[config.mk]
export PLATFORM = sky130hd
export DESIGN_NAME = uart_tx_fifo
export DESIGN_NICKNAME = d
export VERILOG_FILES = /design/src/rtl/uart_tx_fifo.sv
export SDC_FILE = /design/constraint.sdc
export NUM_CORES = 1
export LEC_CHECK = 0
export CAP_MARGIN = 20
export CORE_MARGIN = 2
export CORE_UTILIZATION = 40
export DETAILED_ROUTE_END_ITERATION = 10
export PLACE_DENSITY = 0.58
export SKIP_LAST_GASP = 1
export SYNTH_ARGS = -nofsm -noshare
export SYNTH_HDL_FRONTEND = slang
export SYNTH_SLANG_ARGS = --single-unit
[constraint.sdc]
create_clock -name clk_xtal -period 2.61 [get_ports clk_xtal]
set_input_delay 0.3915 -clock clk_xtal [delete_from_list [all_inputs] [get_ports clk_xtal]]
set_output_delay 0.3915 -clock clk_xtal [all_outputs]
set_load 0.005 [all_outputs]
[src/rtl/uart_tx_fifo.sv]
// uart_tx_fifo: byte FIFO in front of a UART transmitter.
// Bytes are pushed with wr_en and stored in a circular buffer. A four-state
// handshake FSM hands them one at a time to a downstream UART whose busy
// flag runs on a different clock. At most one byte is in flight at a time.
// The FSM drops send in ACK and DONE so the downstream start latch can re-arm.

module uart_tx_fifo #(
    parameter int DEPTH = 16,
    parameter int AW    = 4
) (
    input  logic          clk_xtal,
    input  logic          rst_n,
    input  logic          clr,
    input  logic          wr_en,
    input  logic [7:0]    wr_data,
    input  logic          uart_busy,
    output logic          send,
    output logic [7:0]    DataOut,
    output logic          full,
    output logic          empty,
    output logic [AW:0]   count,
    output logic          overflow
);

    localparam logic [1:0] IDLE = 2'd0;
    localparam logic [1:0] REQ  = 2'd1;
    localparam logic [1:0] ACK  = 2'd2;
    localparam logic [1:0] DONE = 2'd3;

    localparam logic [AW:0] DEPTH_CNT = (AW+1)'(DEPTH);

    logic [1:0]    state;
    logic [1:0]    state_nxt;
    logic          busy_meta;
    logic          busy_s;
    logic [7:0]    mem [DEPTH];
    logic [AW-1:0] rd_ptr;
    logic [AW-1:0] wr_ptr;
    logic          pop;
    logic          push;

    // Flags come from the registered count, so they settle one cycle after a push or pop.
    assign full  = (count == DEPTH_CNT);
    assign empty = (count == '0);

    // A pop starts a transfer. A simultaneous pop frees a slot, so a write while full still lands.
    assign pop  = (state == IDLE) && !empty && !busy_s && !clr;
    assign push = wr_en && !clr && (!full || pop);

    // send is decoded straight from the state, so reset drops it without waiting for a clock.
    assign send = (state == REQ);

    // Two-flop synchroniser for the busy flag coming from the UART clock domain.
    always_ff @(posedge clk_xtal or negedge rst_n) begin
        if (!rst_n) begin
            busy_meta <= 1'b0;
            busy_s    <= 1'b0;
        end else begin
            busy_meta <= uart_busy;
            busy_s    <= busy_meta;
        end
    end

    // Storage array has no reset; a slot is only read after it has been written.
    always_ff @(posedge clk_xtal) begin
        if (push) begin
            mem[wr_ptr] <= wr_data;
        end
    end

    // Pointers, occupancy count and the sticky overflow flag. A flush clears all of them.
    always_ff @(posedge clk_xtal or negedge rst_n) begin
        if (!rst_n) begin
            wr_ptr   <= '0;
            rd_ptr   <= '0;
            count    <= '0;
            overflow <= 1'b0;
        end else if (clr) begin
            wr_ptr   <= '0;
            rd_ptr   <= '0;
            count    <= '0;
            overflow <= 1'b0;
        end else begin
            if (push) begin
                wr_ptr <= wr_ptr + AW'(1);
            end
            if (pop) begin
                rd_ptr <= rd_ptr + AW'(1);
            end
            if (wr_en && full && !pop) begin
                overflow <= 1'b1;
            end
            case ({push, pop})
                2'b10:   count <= count + (AW+1)'(1);
                2'b01:   count <= count - (AW+1)'(1);
                default: count <= count;
            endcase
        end
    end

    // Output byte register. It is loaded on a pop and held through the handshake and across a flush.
    always_ff @(posedge clk_xtal or negedge rst_n) begin
        if (!rst_n) begin
            DataOut <= 8'h00;
        end else if (pop) begin
            DataOut <= mem[rd_ptr];
        end
    end

    // Handshake next-state logic: IDLE -> REQ -> ACK -> DONE -> IDLE.
    always_comb begin
        state_nxt = state;
        case (state)
            IDLE:    if (pop) state_nxt = REQ;
            REQ:     if (busy_s) state_nxt = ACK;
            ACK:     if (!busy_s) state_nxt = DONE;
            DONE:    state_nxt = IDLE;
            default: state_nxt = IDLE;
        endcase
    end

    // State register. A flush overrides any transition.
    always_ff @(posedge clk_xtal or negedge rst_n) begin
        if (!rst_n) begin
            state <= IDLE;
        end else if (clr) begin
            state <= IDLE;
        end else begin
            state <= state_nxt;
        end
    end

endmodule

==> impl_metrics.csv <==
group,metric,value,unit
critical_path,rr_startpoint,"state[0]$_DFFE_PN0P_",
floorplanning,die_h,130,um
critical_path,path_cells,"inv_1 -> ha_1 -> buf_4 -> nand2b_1 -> a311oi_1 -> buf_4 -> nor2b_1 -> nor2b_1 -> and2_1 -> buf_12",
final_layout,diodes,0,
global_route,antenna_found_initial,0,
floorplanning,io_pins,30,
timing,maxSlewViolCount,0,
timing,layout_min_cycle_time,2.57,ns
clock_network,cts_tree,"done",
final_layout,fillCellCount,1289,
placed_design,dpl.hpwl,8350,um
synth,synthArstFlopShare,16.9,%
final_layout,drive_gt1_share,26.1,%
synth,synthFlopType,"edfxtp_1",
timing,fin_ws,0.0443,ns
power_and_ir_drop,peakVddDrop,440,uV
final_layout,final_nets,449,
floorplanning,start_util,40.4,%
synth,synth-edff-count,128,
critical_path,cp-end-kind,"flip-flop",
detailed_routing,vias_per_cell,5.07,
timing,post-route-period-util,98.3,%
critical_path,cp-start-kind,"flip-flop",
final_layout,post-route-util,50.1,%
critical_path,cp.arrival,2.69,ns
synth,yosys_warnings,0,
critical_path,cp_max_fo,8,
floorplanning,die_w,130,um
placed_design,io_buffers,29,
global_route,grt.overflow.total,0,
clock_network,cts_htree_levels,4,
timing,slew_headroom,61.9,%
timing,rsz0062_at_grt,"true",
global_route,grt_pass1_wl,19800,um
clock_network,cts.sinks,154,
placed_design,place_ws,0.0129,ns
critical_path,crit_required,2.73,ns
clock_network,clk_path_buf_depth,2,
run,maxCapViolCount,0,
detailed_routing,drtAntennaViolNets,0,
critical_path,ff2ff_path_depth,10,
synth,synth_top_area_cell,"edfxtp_1",
floorplanning,fp.coreArea,15700,um2
synth,synth.distinct_cells,37,
final_layout,final_common_cell,"edfxtp_1",
synth,syn_area_per_cell,17.9,um2
final_layout,final_cell_mix,"edfxtp_1 (128), mux4_2 (32), clkdlybuf4s50_1 (29)",
power_and_ir_drop,p_per_area,802,nW/um2
timing,hold_viol_final,0,
detailed_routing,wl_per_cell,19.4,um
power_and_ir_drop,power.leakage,2.68,nW
global_route,gr-usage-all-layers,16.4,%
clock_network,cts_buffers,17,
synth,synth.top_cell.area_share,60.5,%
timing,max_freq,390,MHz
global_route,grt_max_degree,35,
global_route,grt_pass1_vias,3553,
timing,setup_viol,0,
run_status,status,"finished clean",
clock_network,cts-root-buf,"clkbuf_16",
synth,synth_area,6350,um2
synth,postSynthCellCount,355,
critical_path,r2r_end,"mem[1][5]$_DFFE_PP_",
clock_network,clock_latency,0.41,ns
clock_network,hold_buffers,0,
timing,worstMarginPinSlew,0.570,ns
detailed_routing,drt_iter0_drc,170,
detailed_routing,route.detailed.drc,0,
critical_path,reg2reg_slack,0.04,ns
detailed_routing,vias,3304,
synth,ys_ff_latch,154,
floorplanning,row_count,46,
min_path,hp-class,"in -> async",
floorplanning,die-area,16900,um2
detailed_routing,firstDrtPassIters,4,
synth,synth_area_leaders,"edfxtp_1 (61%), mux4_2 (11%), dfrtp_1 (10%)",
detailed_routing,wirelength,12700,um
synth,synth_nets,380,
clock_network,clk_pin_slew,0.06,ns
placed_design,place_congestion,0.833,
critical_path,path_class,"reg -> reg",
critical_path,max_stage_delay,0.51,ns
synth,synth-seq-area-share,70.8,%
final_layout,area_delta_synth_final,23.9,%
critical_path,crit_slowest_cell,"a311oi_1",
timing,clock_skew,0.00900,ns
## Yosys cell counts, types with 2 or more instances
cell and number:
nand2_1 15, inv_1 11, xnor2_1 5, buf_2 7
nor2b_1 3, mux4_2 32, a21o_1 2, o221ai_1 8
dfrtp_1 26, nor2_1 20, xor2_1 2, and3_1 3
a21oi_1 8, nand2b_1 4, clkbuf_1 9, or3_1 4
edfxtp_1 128, ha_1 11, mux2i_1 21, mux2_4 2
o21ai_0 3, nand3_1 5, and2_1 11, nor3_1 2
## logic make-up (layout without fill, tap and decap cells)
logic type                 after synthesis  in the layout  synth area share [%]
DFF                                    154            154                  70.8
and+or+nand+nor                         72             72                  5.75
muxes                                   55             55                  15.1
buffers and inverters                   28            109                  1.79
AOI/OAI and AO/OA                       27             27                  3.09
adders and majority gates               12             12                  2.48
xor gates and xnor gates                 7              7                 0.966
## metal layers
metal	part of all wire (%)	vias up	GRT usage (%)	wire, um
met5	0	-	0	0
li1	-	1525	-	-
met2	52	78	28.2	6560
met4	0.96	0	4.74	122
met3	4.2	9	4.39	536
met1	43	1692	20.6	5450
## repair_timing
action / 4_1_cts / 5_1_grt
resized for setup: 0 / 4
setup endpoints to repair: 1 / 34
pin swaps: 1 / 2
setup buffers: 0 / 1
## power breakdown
part	internal, mW	switching [mW]
registers	2.79	0.100
clock network	1.40	0.922
logic	0.587	0.509
## state kept, by name, summed over array words and instances (netlist names), 2 cells and up
name,cells
wr_ptr,4
rd_ptr,4
count,5
mem,128
DataOut,8
state,2
## stage by stage
step           power (mW)  std cells  setup TNS [ns]  area (um2)  hold WS (ns)
5_1_grt              6.59        652           -1.09        7870         0.365
2_1_floorplan        3.49        355         -0.0334        6380        0.0959
4_1_cts              6.35        651               0        7850         0.349
3_3_place_gp         3.99        620               0        7290         0.340
6_report             6.30        652               0        7870         0.346
3_5_place_dp         4.02        620               0        7290         0.336
## worst max-delay path: cells and delay by family (launching register included)
kind / cells / cell delay [ns]
AND/OR/NAND/NOR: 4 / 0.65
AO/OA/AOI/OAI: 1 / 0.51
adder cells (fa/ha/maj): 1 / 0.16
buffers and inverters: 4 / 0.54
flip-flops: 1 / 0.39
## worst max-delay path by stage
stage                     cells past startpoint  slack [ns]                  from                   end
after floorplan                              11       -0.03  count[2]$_DFFE_PN0P_  count[4]$_DFFE_PN0P_
after global placement                        8        0.04                 wr_en   mem[3][2]$_DFFE_PP_
after detailed placement                     11        0.01  count[2]$_DFFE_PN0P_  count[4]$_DFFE_PN0P_
after CTS                                    11        0.01  count[1]$_DFFE_PN0P_  count[4]$_DFFE_PN0P_
after global routing                          5       -0.04  count[0]$_DFFE_PN0P_                  full
final                                        10        0.04  state[0]$_DFFE_PN0P_   mem[1][5]$_DFFE_PP_
## final cells by class
type	count	area, um2	area share [%]
repair buffers	67	713	9.07
clock inverters	12	126	1.61
well taps	216	270	3.44
flip-flops and latches	154	4500	57.2
multi-input cells	173	1780	22.7
clock buffers	19	433	5.50
inverters	11	41.3	0.525
No activity file was read; power rests on OpenSTA's default activity.
